==> config.mk <==
export PLATFORM = sky130hd
export DESIGN_NAME = sync_down_timer
export DESIGN_NICKNAME = d
export VERILOG_FILES = /design/src/rtl/sync_down_timer.sv
export SDC_FILE = /design/constraint.sdc
export NUM_CORES = 1
export LEC_CHECK = 0
export CAP_MARGIN = 15
export CORE_MARGIN = 2
export CORE_UTILIZATION = 45
export CTS_CLUSTER_DIAMETER = 150
export DETAILED_ROUTE_END_ITERATION = 6
export PLACE_DENSITY = 0.77
export REMOVE_ABC_BUFFERS = 1
export SLEW_MARGIN = 20
export SYNTH_ARGS = -nofsm -noshare
export SYNTH_HDL_FRONTEND = slang
export SYNTH_SLANG_ARGS = --single-unit
==> constraint.sdc <==
create_clock -name clk -period 2.3 [get_ports clk]
set_input_delay 0.575 -clock clk [delete_from_list [all_inputs] [get_ports clk]]
set_output_delay 0.575 -clock clk [all_outputs]
set_load 0.01 [all_outputs]
==> src/rtl/sync_down_timer.sv <==
// Loadable, cascadable down-counter built from a per-bit toggle chain with borrow-out and done pulse.
// Define SYNC_DOWN_TIMER_AUTO_RELOAD_EN to reload and keep running at terminal count instead of stopping.
module sync_down_timer #(
   parameter int unsigned WIDTH = 4
) (
   input  logic             clk,
   input  logic             rstn,
   input  logic             load,
   input  logic [WIDTH-1:0] load_val,
   input  logic             start,
   input  logic             stop,
   input  logic             cnt_en,
   output logic [WIDTH-1:0] count,
   output logic [WIDTH-1:0] T_in,
   output logic             borrow,
   output logic             busy,
   output logic             done
);

   typedef enum logic [1:0] {
      IDLE = 2'd0,
      RUN  = 2'd1,
      DONE = 2'd2
   } state_t;

   state_t           state_q, state_d;
   logic [WIDTH-1:0] count_q, count_d;
   logic [WIDTH-1:0] reload_q, reload_d;
   logic             done_q, done_d;
   logic             en;
   logic [WIDTH-1:0] tin;
   logic             borrow_w;

   assign en = cnt_en && (state_q == RUN);

   // Bit i toggles only when every lower bit is zero: a ripple borrow without an adder.
   always_comb begin
      tin    = '0;
      tin[0] = en;
      for (int unsigned i = 1; i < WIDTH; i++) begin
         tin[i] = tin[i-1] && !count_q[i-1];
      end
      borrow_w = tin[WIDTH-1] && !count_q[WIDTH-1];
   end

   always_comb begin
      state_d  = state_q;
      count_d  = count_q;
      reload_d = reload_q;
      done_d   = 1'b0;
      if (load) begin
         count_d  = load_val;
         reload_d = load_val;
         state_d  = IDLE;
      end else if (stop && (state_q == RUN)) begin
         state_d = IDLE;
      end else if (start && (state_q == IDLE)) begin
         state_d = RUN;
      end else if (start && (state_q == DONE)) begin
         count_d = reload_q;
         state_d = RUN;
      end else if (borrow_w) begin
         // Terminal count: the toggle update would wrap to all-ones, so it is never applied here.
         done_d = 1'b1;
`ifdef SYNC_DOWN_TIMER_AUTO_RELOAD_EN
         count_d = reload_q;
`else
         state_d = DONE;
`endif
      end else begin
         count_d = count_q ^ tin;
      end
   end

   always_ff @(posedge clk or negedge rstn) begin
      if (!rstn) begin
         state_q  <= IDLE;
         count_q  <= '0;
         reload_q <= '0;
         done_q   <= 1'b0;
      end else begin
         state_q  <= state_d;
         count_q  <= count_d;
         reload_q <= reload_d;
         done_q   <= done_d;
      end
   end

   assign count  = count_q;
   assign T_in   = tin;
   assign borrow = borrow_w;
   assign busy   = (state_q == RUN);
   assign done   = done_q;

endmodule

==> results by group <==
Setup path
  • Critical Path Sink Type: output pin
  • Reg2Reg Depth: 9
  • Crit path kind: input port to output pin
  • WP data arrival: 1.67 ns
  • R2R Setup Slk: about 0.21 ns
  • Crit-path max FO: 2
  • Reg2reg end: count[1]
  • Worst EP required: approximately 1.7 ns
  • RR Startpoint: state_q[1]
  • Crit path launch type: input port

Global routing
  • First-pass GRT wire length: 2.73 mm
  • Vias in the first global route: 637
  • Initial antenna violation count: 0
  • GR Overflow Total: 0
  • GR Util All Layers: 19.7%
  • Largest net degree at the start of global routing: 14

Clock tree
  • Clk_lat worst skew: 0.27 ns
  • Clock slew at reported path FFs: 0.07 ns
  • CTS Hold Bufs: 0
  • Maximum clock path buffer count: 2
  • Clock root buffer: clkbuf_4
  • CTS tree: built
  • Post-CTS Setup Bufs: 0
  • Sink Count: 11
  • H-tree Lvls: 1
  • Inserted Clock Buffers: 3

Floorplanning
  • IO Pins: 21
  • Initial Util: ~47%
  • Die area: 1860 µm²
  • Core footprint: around 1500 µm²
  • Site Rows: 14
  • Die Wd: 43.1 µm
  • Die Ht: 43.1 µm

Pwr
  • Maximum vdd drop: 0.372 mV
  • Pwr/cell area: roughly 490 nW/µm²
  • Flop pwr share: between 40 and 50%
  • Sw Ratio: 29.3%
  • Leak Pwr: 0.472 nW
  • Pint: 0.359 mW
  • Combinational power share: 29.2%
  • Clock network power share: a little over a quarter
  • Sw Pwr: between 0.1 and 0.15 mW

Finish
  • Area delta synth->final: 49.7%
  • Area taken by multi-input logic gates: 400 µm²
  • Register area: 275 µm²
  • Post-layout net count: 115
  • Share of layout cells above drive strength 1: around 24%
  • Layout fillers: 113
  • # diodes: 0
  • Non-Filler Instances: 115

Place
  • PortBufs: 20
  • HPWL after DPL: 1.19 mm
  • Placed cells: 111
  • GP Congestion: about 0.8

Synth
  • Area leader, netlist: dfrtp_1
  • Syn avg cell area: between 9 and 10 µm²
  • Cells after synthesis: 69
  • Synthesized cell area: about 690 µm²
  • #FFs+latches synth: 11
  • Yosys warnings: 0
  • Register area share after synthesis: 39.9%
  • Yosys top cell area share: 39.9%
  • Cell variety after synth: 26
  • Dominant cells by area after synthesis: dfrtp_1 40%, ha_1 9.1%, inv_1 6.0%

Worst hold path
  • Worst Hold Launch: reload_q[0]
  • Hold Path Class: flip-flop to flip-flop
  • Hold Crit Depth: 1
  • Hold endpoint: reload_q[0]

Timing
  • Achievable frequency: around 0.45 GHz
  • Fin crit period: ~2.2 ns
  • Max Slew Vio Count: 0
  • Worst Skew: 0.00101 ns
  • Final period util: a little over nine tenths
  • Hold Fails Final Rpt: 0
  • Rel. slew slack: ~64%
  • Final setup viols: 0
  • Final setup TNS: 0 ns
  • Slew @ Worst Pin: around 0.53 ns
  • RSZ-0062 raised after global routing: no

Drt
  • Remaining DRCs: 0
  • Met2 Wirelength: 777 µm
  • Initial DRT Pass Iterations: 4
  • DR top layer: met4
  • Via count: 615
  • Drt via density: 5.35
  • Wire length per cell: 14.4 µm
  • Metal3 WL: 84 µm
  • Routed wire length: between 1.5 and 2 mm
  • Starting DRC count in detailed routing: 8
  • DRT antenna net count: 0
  • Met1 wire length: 779 µm

Run status
  • Status: finished, final reports clean

Run
  • Max-Cap Viols: 0
[Yosys cell counts]
cell,number
dfrtp_1,11
inv_1,11
ha_1,5
mux2i_1,4
nand3_1,4
o211ai_1,4
a21oi_1,3
a32oi_1,3
mux2_2,3
nor2b_1,3
nand2_1,2
nor2_1,2
a211o_1,1
a21o_1,1
a221o_1,1
a41oi_1,1
and2_1,1
and3_2,1
and3b_1,1
buf_1,1
buf_4,1
buf_6,1
clkbuf_1,1
mux2_4,1
nand2b_1,1
nand4_1,1
[kinds of logic (layout without fill, tap and decap cells)]
family | Yosys count | in the layout | synth area share (%)
AO/OA/AOI/OAI | 14 | 14 | 15.4
flip-flops | 11 | 11 | 39.9
multiplexers | 8 | 8 | 12.9
adder cells (fa/ha/maj) | 5 | 5 | 9.07
buffers and inverters | 15 | 45 | 9.80
AND/OR/NAND/NOR | 16 | 16 | 12.9
[sequential cells by signal, summed over array words and instances (netlist names)]
signal and count:
reload_q 4, done 1, state_q 2, count 4
[power groups by stage]
stage | sequential (mW) | clock [mW] | combinational (mW)
2_1_floorplan | 0.230 | 0 | 0.0618
3_3_place_gp | 0.226 | 0 | 0.137
3_5_place_dp | 0.227 | 0 | 0.139
4_1_cts | 0.223 | 0.140 | 0.149
5_1_grt | 0.226 | 0.145 | 0.164
6_report | 0.223 | 0.136 | 0.148
[critical path, cell delays in order]
cell             delay, ns
clkdlybuf4s15_1       0.17
and3_4                0.16
ha_4                  0.17
ha_4                  0.17
ha_4                  0.16
ha_4                  0.15
buf_6                 0.11
[cells in the final DEF, fill, tap and decap left out, types with 2 or more instances in the layout]
cell and instances:
a21oi_1 3, a32oi_1 3, buf_4 10, clkbuf_4 3, clkdlybuf4s50_1 15, dfrtp_1 11, dlygate4sd2_1 2, ha_4 4
inv_1 11, mux2_2 3, mux2i_1 4, nand2_1 2, nand3_1 4, nor2_1 2, nor2b_1 3, o211ai_1 4
[what timing repair did]
| item | CTS | global route |
|---|---|---|
| endpoints found under the setup margin | 10 | 0 |
| endpoints found under the hold margin | 0 | 0 |
| resized for setup | 22 | 0 |
[how the worst max path moves through the flow]
stage          startpoint       end  slack [ns]  cells after the start
2_1_floorplan      cnt_en  count[0]       -0.09                      7
3_3_place_gp       cnt_en    borrow       -0.72                      7
3_5_place_dp       cnt_en    borrow       -0.75                      7
4_1_cts            cnt_en    borrow        0.06                      7
5_1_grt        state_q[1]    borrow       0.008                      7
6_report           cnt_en    borrow        0.06                      7
[routing by layer]
layer,vias to the layer above,track usage [%]
li1,302,-
met1,291,23.9
met2,20,34.3
met3,2,4.68
met4,0,5.45
met5,-,0
[per-stage QoR]
step / cell area [µm²] / power [mW] / utilization (%) / setup WS [ns] / hold WS (ns)
global route: 1030 / 0.534 / 70.2 / 0.00808 / 0.530
global placement: 958 / 0.363 / 65.1 / -0.715 / 0.471
detailed placement: 958 / 0.365 / 65.1 / -0.746 / 0.484
CTS: 1030 / 0.512 / 70.2 / 0.0583 / 0.514
floorplan: 663 / 0.292 / - / -0.0891 / 0.279
finish: 1030 / 0.508 / 70.2 / 0.0563 / 0.515
[area by class of cell]
class,count,share of cell area [%]
clock buffers,4,2.55
inverters,11,4.00
multi-input cells,43,38.8
flip-flops and latches,11,26.7
well taps,16,1.94
repair buffers,30,26.1
Power figures use the tool's default switching activity.
